File: src/rtl/kamus_pkg.sv
// ============================================================================
//  kamus_pkg
//  Shared widths, writeback-select encoding and MEM/WB payload for kamus.
//  Rev 1.0 - initial release
// ============================================================================
`default_nettype none

package kamus_pkg;

  localparam int XLEN    = 32;
  localparam int RADDR_W = 5;

  typedef enum logic [1:0] {
    WB_ALU = 2'd0,
    WB_MEM = 2'd1,
    WB_PC4 = 2'd2,
    WB_IMM = 2'd3
  } wb_sel_e;

  typedef struct packed {
    logic                valid;
    logic                wr_en;
    logic [RADDR_W-1:0]  rd;
    wb_sel_e             sel;
    logic [XLEN-1:0]     ex_rslt;
    logic [XLEN-1:0]     ld_data;
    logic [XLEN-1:0]     pc4;
    logic [XLEN-1:0]     imm;
  } memwb_t;

endpackage

`default_nettype wire

File: src/rtl/kamus_memwb_reg.sv
// ============================================================================
//  kamus_memwb_reg
//  MEM/WB pipeline register; flush beats stall, stall beats capture.
//  Rev 1.0 - initial release
// ============================================================================
`default_nettype none

module kamus_memwb_reg
  import kamus_pkg::*;
(
  input  logic   clk_i,
  input  logic   rst_ni,
  input  logic   stall_i,
  input  logic   flush_i,
  input  memwb_t memwb_i,
  output memwb_t memwb_o
);

  memwb_t memwb_q;
  memwb_t memwb_d;

  always_comb begin
    memwb_d = memwb_q;
    if (flush_i) begin
      // Payload is left untouched on a flush; only the valid bit matters.
      memwb_d.valid = 1'b0;
    end else if (!stall_i) begin
      memwb_d = memwb_i;
    end
  end

  always_ff @(posedge clk_i or negedge rst_ni) begin
    if (!rst_ni) begin
      memwb_q <= '0;
    end else begin
      memwb_q <= memwb_d;
    end
  end

  assign memwb_o = memwb_q;

endmodule

`default_nettype wire

File: src/rtl/kamus_wb.sv
// ============================================================================
//  kamus_wb
//  Writeback stage: MEM/WB register, writeback mux, regfile/forward drive and
//  retire pulse. Optional retire counter enabled by KAMUS_WB_INSTRET_EN.
//  Rev 1.0 - initial release
// ============================================================================
`default_nettype none

module kamus_wb #(
  parameter int XLEN      = kamus_pkg::XLEN,
  parameter int RADDR_W   = kamus_pkg::RADDR_W,
  parameter int INSTRET_W = 64
) (
  input  logic                 clk_i,
  input  logic                 rst_ni,
  input  logic                 valid_i,
  input  logic                 stall_i,
  input  logic                 flush_i,
  input  logic                 regfile_wr_en_i,
  input  logic [XLEN-1:0]      ex_rslt_i,
  input  logic [XLEN-1:0]      l1d_rd_data_i,
  input  logic [XLEN-1:0]      pc_plus4_i,
  input  logic [XLEN-1:0]      imm_i,
  input  logic [1:0]           wb_mux_sel_i,
  input  logic [RADDR_W-1:0]   rd_addr_i,
  output logic                 rf_wr_en_o,
  output logic [RADDR_W-1:0]   rf_wr_addr_o,
  output logic [XLEN-1:0]      rf_wr_data_o,
  output logic                 fwd_valid_o,
  output logic [RADDR_W-1:0]   fwd_rd_addr_o,
  output logic [XLEN-1:0]      fwd_data_o,
  output logic                 retire_o,
  output logic [INSTRET_W-1:0] instret_o
);

  import kamus_pkg::*;

  memwb_t          memwb_in;
  memwb_t          memwb_q;
  logic [XLEN-1:0] wb_data;
  logic            wb_wr_en;

  always_comb begin
    memwb_in         = '0;
    memwb_in.valid   = valid_i;
    memwb_in.wr_en   = regfile_wr_en_i;
    memwb_in.rd      = rd_addr_i;
    memwb_in.sel     = wb_sel_e'(wb_mux_sel_i);
    memwb_in.ex_rslt = ex_rslt_i;
    memwb_in.ld_data = l1d_rd_data_i;
    memwb_in.pc4     = pc_plus4_i;
    memwb_in.imm     = imm_i;
  end

  kamus_memwb_reg u_memwb_reg (
    .clk_i   (clk_i),
    .rst_ni  (rst_ni),
    .stall_i (stall_i),
    .flush_i (flush_i),
    .memwb_i (memwb_in),
    .memwb_o (memwb_q)
  );

  always_comb begin
    wb_data = memwb_q.ex_rslt;
    case (memwb_q.sel)
      WB_ALU:  wb_data = memwb_q.ex_rslt;
      WB_MEM:  wb_data = memwb_q.ld_data;
      WB_PC4:  wb_data = memwb_q.pc4;
      WB_IMM:  wb_data = memwb_q.imm;
      default: wb_data = memwb_q.ex_rslt;
    endcase
  end

  // x0 is hard-wired zero, so it never produces a write or a forward.
  assign wb_wr_en      = memwb_q.valid & memwb_q.wr_en & (|memwb_q.rd);

  assign rf_wr_en_o    = wb_wr_en;
  assign rf_wr_addr_o  = memwb_q.rd;
  assign rf_wr_data_o  = wb_data;
  assign fwd_valid_o   = wb_wr_en;
  assign fwd_rd_addr_o = memwb_q.rd;
  assign fwd_data_o    = wb_data;

  // A held instruction retires only on the cycle it is finally released.
  assign retire_o      = memwb_q.valid & ~stall_i;

`ifdef KAMUS_WB_INSTRET_EN
  logic [INSTRET_W-1:0] instret_q;
  logic [INSTRET_W-1:0] instret_d;

  always_comb begin
    instret_d = instret_q;
    if (retire_o) begin
      instret_d = instret_q + {{(INSTRET_W-1){1'b0}}, 1'b1};
    end
  end

  always_ff @(posedge clk_i or negedge rst_ni) begin
    if (!rst_ni) begin
      instret_q <= '0;
    end else begin
      instret_q <= instret_d;
    end
  end

  assign instret_o = instret_q;
`else
  assign instret_o = '0;
`endif

endmodule

`default_nettype wire

File: config.mk
export PLATFORM = sky130hd
export DESIGN_NAME = kamus_wb
export DESIGN_NICKNAME = d
export VERILOG_FILES = /design/src/rtl/kamus_pkg.sv /design/src/rtl/kamus_memwb_reg.sv /design/src/rtl/kamus_wb.sv
export SDC_FILE = /design/constraint.sdc
export NUM_CORES = 1
export LEC_CHECK = 0
export CORE_MARGIN = 2
export CORE_UTILIZATION = 40
export DETAILED_ROUTE_END_ITERATION = 12
export GPL_TIMING_DRIVEN = 0
export PLACE_DENSITY = 0.78
export SKIP_CTS_REPAIR_TIMING = 1
export SYNTH_ARGS = -nofsm -noshare
export SYNTH_HDL_FRONTEND = slang
export SYNTH_HIERARCHICAL = 1
export SYNTH_SLANG_ARGS = --single-unit
File: constraint.sdc
create_clock -name clk_i -period 3.5 [get_ports clk_i]
set_input_delay 0.7 -clock clk_i [delete_from_list [all_inputs] [get_ports clk_i]]
set_output_delay 0.7 -clock clk_i [all_outputs]
set_load 0.02 [all_outputs]
==> out/results.tsv, run 1 <==
metric	value	unit
Compound-Gate Fraction of Synth Area	0.150	%
H-tree depth	4	
final worst slack	436	ps
die area	0.0178	mm²
max reg flops	137	
synth top area cells	dfrtp_1 51%, mux2_2 16%, buf_4 12%	
XOR/XNOR Fraction of Synth Area	0	%
Slew HR	59.3	%
initial antenna violation count	0	
Starting Density	40.6	%
Core ar.	0.0165	mm²
routed len/inst	16.4	µm
HP Class	primary input to async pin	
Clock transition at path regs	60	ps
largest net degree at the start of global routing	74	
critical path required time	2800	ps
Cell Int Power	0.00411	W
CTS buffer count	17	
Worst Reg2Reg Path Length in Cells	1	
RSZ-0062 raised after global routing	no	
total grt overflow	0	
Power per Cell Area	570	mW/mm²
clk_lat worst skew	420	ps
layout cell share with drive strength beyond 1	37.8	%
TritonCTS clock tree	yes	
Arr. time, crit path	2360	ps
status	finished clean	
Yosys Warn Count	6	
ANT nets after route	0	
Mapped Avg Cell Area	15.4	µm²
Worst Setup Start Kind	flop	
CP max stage delay	530	ps
Post-synth EDFFs	0	
largest family of logic cells by synthesized area	multiplexers	
total wire length	15900	µm
vias	4345	
FF/Latch Area	0.00343	mm²
post-synthesis register bit count	137	
VDD IR max	0.376	mV
Post-Synth Simple-Gate Area	0.412	%
combinational power share	32.9	%
setup violators final	0	
P&R area growth vs syn	49.9	%
Clock Path Buffers	2	
vias in the first global route	4782	
Pins Over Slew Limit	0	
Placed Instance Area	0.00940	mm²
Die Width	133	µm
Synth Flop Type	dfrtp_1	
CP cell instances	buf_2 > mux4_2 > buf_4 > clkdlybuf4s50_1	
mux share of post-synthesis cell area	33.9	%
CP endpoint kind	output port	
post-synthesis cell area	0.00669	mm²
GPL Wtd Cong	0.754	
endpoints failing hold	0	
Distinct cells, synth	16	
adder-cell area share of the yosys netlist	0	%
Synth async-reset ratio	100	%
Worst-Margin Slew	611	ps
dpl ws	853	ps
dpl hpwl	12100	µm
Fin Clk Skew	0	ps
register area share after synthesis	51.3	%
Die Span Y	133	µm
port bufs	217	
fillcell total	1276	
clk sinks	137	
synth cell count leaders	137 x dfrtp_1, 103 x buf_4, 96 x mux2_2	
Final min period	3060	ps
CP max-delay cell	clkdlybuf4s50_1	
critical path peak fanout	10	
Yosys top cell by area	dfrtp_1	
post-route cell area	0.0100	mm²
Max Freq	0.326	GHz
sequential cell fraction of total power	33.9	%
Detailed Routing Iterations Pass 1	4	
Worst Setup Path Type	flop to output port	
Top-Level Pins	282	
Final period util	87.5	%
Global Route Usage Sum	18.5	%
LEAKAGE	4.38	nW
Clock power frac	33.1	%
cell count after synthesis	435	
Core Rows	47	
share of the synthesized area in the top cell type	51.3	%
clk root buf	clkbuf_16	
DRC	0	
first-pass GRT wire length	25100	µm
net switching share of the total power	28.1	%
NumNets Final	876	
Vias/cell	4.49	
diodes inserted	0	
Max-Cap Viols	0	
Multi-input gate area	0.00255	mm²
top-count cell post-synth	dfrtp_1	
Iter 0 DRT Violations	130	
switching power	0.00161	W
==> cell families (layout without fill, tap and decap cells) <==
| logic type | Yosys count | count (layout) |
|---|---|---|
| AO/OA/AOI/OAI | 1 | 1 |
| buffers and inverters | 123 | 373 |
| flip-flops | 137 | 137 |
| multiplexers | 169 | 169 |
| other | 1 | 64 |
| AND/OR/NAND/NOR | 4 | 4 |
==> cell usage in the layout (no fill, tap or decap), drive strengths merged <==
cell           count
conb              64
mux4              32
inv                2
buf              125
dfrtp            137
nor2b              1
clkdlybuf4s50    216
bufinv             4
clkinvlp           3
nor2               2
mux2i              1
clkbuf            18
clkinv             5
o311a              1
mux2             136
or3                1
==> metal layers <==
| layer | vias to the layer above | share of wire, % | global-route usage [%] |
|---|---|---|---|
| met1 | 2163 | 40 | 21.1 |
| met3 | 21 | 7.1 | 5.78 |
| li1 | 1990 | - | - |
| met2 | 171 | 51 | 32.8 |
| met5 | - | 0 | 0 |
| met4 | 0 | 1.4 | 6.44 |
==> cell type report <==
type,count,area share (%)
repair buffers,218,21.9
multi-input cells,238,25.4
flip-flops and latches,137,34.2
clock inverters,14,1.96
clock buffers,18,4.28
plain buffers,123,9.47
well taps,220,2.75
==> power groups by stage <==
| stage | logic, W | clock network [W] | registers, W |
|---|---|---|---|
| floorplan | 0.00112 | 0 | 0.00193 |
| global placement | 0.00187 | 0 | 0.00195 |
| detailed placement | 0.00190 | 0 | 0.00197 |
| CTS | 0.00190 | 0.00193 | 0.00194 |
| global route | 0.00198 | 0.00200 | 0.00197 |
| finish | 0.00188 | 0.00189 | 0.00194 |
==> critical path, delay by kind of cell (launching register included) <==
kind	cells	cell delay, ps
muxes	1	410
buffers and inverters	3	1050
DFF	1	490
==> per-stage QoR <==
| step | TNS [ps] | hold WS (ps) | util [%] | total power, W | cells |
|---|---|---|---|---|---|
| 2_1_floorplan | 0 | 404 | - | 0.00306 | 498 |
| 3_3_place_gp | -462180 | 459 | 56.9 | 0.00382 | 935 |
| 3_5_place_dp | 0 | 471 | 57.1 | 0.00387 | 936 |
| 4_1_cts | 0 | 281 | 60.9 | 0.00578 | 968 |
| 5_1_grt | 0 | 303 | 60.9 | 0.00596 | 968 |
| 6_report | 0 | 277 | 60.9 | 0.00571 | 968 |
==> final timing paths <==
check	start	end	slack [ps]
worst min register to register	u_memwb_reg/memwb_o[124]	u_memwb_reg/memwb_o[124]	480
max in group asynchronous	rst_ni	u_memwb_reg/memwb_o[6]	2470
worst min-delay path	rst_ni	u_memwb_reg/memwb_o[57]	280
min in group clk_i	u_memwb_reg/memwb_o[124]	u_memwb_reg/memwb_o[124]	480
worst max register to register	u_memwb_reg/memwb_o[129]	u_memwb_reg/memwb_o[129]	2620
worst max-delay path	u_memwb_reg/memwb_o[129]	rf_wr_data_o[0]	440
(Power assumes the default switching activity.)
==> inputs of run 2 (changes only) <==
- CORE_UTILIZATION: 40 -> 44
- CTS_CLUSTER_SIZE: default -> 12
- GPL_TIMING_DRIVEN: 0 -> default
- PLACE_DENSITY: 0.78 -> 0.84
==> run 2 against run 1 <==
Compared with the run above: combinational power fell by 13%; critical path type unchanged; first-iteration DRC count down 0.77%; clock power barely moved; hold slack better by 65 ps; largest cell class unchanged; clock skew stayed put.
==> out/results.tsv, run 2 (synthesis results as in run 1) <==
metric	value	unit	change
Max Freq	0.309	GHz	-5.3%
critical path peak fanout	24		+14
CTS buffer count	17		unchanged
setup violators final	0		unchanged
final cell count without fillers	823		-15%
Core Rows	45		-4.3%
Worst Setup Start Kind	flop		
vias	3994		-8.1%
Pins Over Slew Limit	0		unchanged
Global Route Usage Sum	18.9	%	+0.38 points
Fin Clk Skew	0	ps	unchanged
endpoints failing hold	0		unchanged
worst flop-to-flop path endpoint	u_memwb_reg/memwb_o[129]		
RSZ-0062 raised after global routing	no		
Vias/cell	4.85		+8.1%
critical path required time	2800	ps	about the same
total grt overflow	0		unchanged
R2R Setup Slk	2120	ps	-500 ps
LEAKAGE	3.80	nW	-13%
Power per Cell Area	593	mW/mm²	+4.1%
Worst-Margin Slew	775	ps	+164 ps
dpl ws	661	ps	-192 ps
placed insts	791		-15%
Final period util	92.4	%	+4.9 points
die area	0.0162	mm²	-8.8%
dpl hpwl	10500	µm	-13%
Max-Cap Viols	0		unchanged
DRC	0		unchanged
Detailed Routing Iterations Pass 1	4		unchanged
routed len/inst	17.5	µm	+6.8%
GPL Wtd Cong	0.781		+3.6%
Cell Int Power	0.00385	W	-6.2%
H-tree depth	4		unchanged
Clock Path Buffers	2		unchanged
TritonCTS clock tree	yes		
NumNets Final	763		-13%
Top-Level Pins	282		unchanged
Slew HR	48.3	%	-11 points
Clock power frac	34.1	%	+1.0 points
Iter 0 DRT Violations	129		-0.77%
layout cell share with drive strength beyond 1	27.1	%	-11 points
HP Class	primary input to async pin		
vias in the first global route	4391		-8.2%
total wire length	14400	µm	-9.2%
Core ar.	0.0150	mm²	-8.7%
first-pass GRT wire length	23000	µm	-8.2%
ANT nets after route	0		unchanged
P&R area growth vs syn	37.1	%	
Starting Density	44.5	%	+3.9 points
clk_lat worst skew	410	ps	about the same
switching power	0.00159	W	-0.92%
clk sinks	137		unchanged
largest net degree at the start of global routing	85		+15%
overall power	0.00544	W	-4.8%
Final min period	3230	ps	+170 ps
net switching share of the total power	29.2	%	+1.1 points
Die Span Y	127	µm	-4.5%
Clock transition at path regs	60	ps	about the same
commonest non-fill, non-tap cell in the layout	clkdlybuf4s50_1		
VDD IR max	0.380	mV	+0.85%
diodes inserted	0		unchanged
Arr. time, crit path	2530	ps	+170 ps
combinational power share	29.9	%	-3.0 points
initial antenna violation count	0		unchanged
port bufs	217		unchanged
status	finished clean		
final worst slack	266	ps	-170 ps
FF-to-FF Start	u_memwb_reg/memwb_o[129]		
CP endpoint kind	output port		
TNS Setup	0	ps	unchanged
max reg flops	137		unchanged
Worst Setup Path Type	flop to output port		
most frequent cells in the layout	216 x clkdlybuf4s50_1, 136 x dfrtp_1, 96 x mux2_2		
Die Width	127	µm	-4.5%
Worst Reg2Reg Path Length in Cells	2		+1
clk root buf	clkbuf_16		
sequential cell fraction of total power	36.0	%	+2.1 points
## run 2: changes by cell type in the layout (fill, tap and decap cells not counted), moves of 2 or more
cell,change
inv_8,+2
buf_4,-99
inv_6,+2
buf_6,-5
buf_2,-12
buf_12,+4
## run 2: final cells by class
class | count | area [µm²]
multi-input combinational | 238 | 2550
tap | 188 | 235
clock buffer | 17 | 425
fill | 1120 | 5860
sequential | 137 | 3430
timing repair buffer | 228 | 2340
clock inverter | 15 | 190
## run 2: metal layers
| layer | up-vias | track usage (%) | routed length (µm) |
|---|---|---|---|
| met2 | 200 | 32.5 | 7530 |
| met5 | - | 0 | 0 |
| met4 | 0 | 6.66 | 287 |
| li1 | 1761 | - | - |
| met1 | 2010 | 20.8 | 5280 |
| met3 | 23 | 8.29 | 1320 |
## run 2: power groups by stage
stage | Sequential (W) | Combinational [W] | Clock (W)
3_3_place_gp | 0.00197 | 0.00161 | 0
4_1_cts | 0.00196 | 0.00165 | 0.00191
3_5_place_dp | 0.00199 | 0.00163 | 0
5_1_grt | 0.00199 | 0.00172 | 0.00199
6_report | 0.00196 | 0.00163 | 0.00186
2_1_floorplan | 0.00193 | 0.00112 | 0
## run 2: worst max-delay path, cell delays in order, from the launching register on
cell             delay, ps
dfrtp_2                610
buf_12                 290
mux4_1                 630
clkdlybuf4s50_1        580
## run 2: worst max path at each step
stage	cells past startpoint	slack [ps]	end	start
global placement	3	720	rf_wr_data_o[29]	u_memwb_reg/memwb_o[128]
floorplan	3	1400	rf_wr_en_o	u_memwb_reg/memwb_o[131]
finish	3	270	fwd_data_o[28]	u_memwb_reg/memwb_o[128]
global route	3	100	fwd_data_o[28]	u_memwb_reg/memwb_o[128]
CTS	3	190	fwd_data_o[28]	u_memwb_reg/memwb_o[128]
detailed placement	3	660	fwd_data_o[28]	u_memwb_reg/memwb_o[128]
## run 2: per-stage QoR
stage / cell area [µm²] / util, % / hold slack (ps)
2_1_floorplan: 6930 / - / 404
3_3_place_gp: 8560 / 56.9 / 462
3_5_place_dp: 8560 / 56.9 / 472
4_1_cts: 9170 / 61.0 / 368
5_1_grt: 9170 / 61.0 / 393
6_report: 9170 / 61.0 / 342
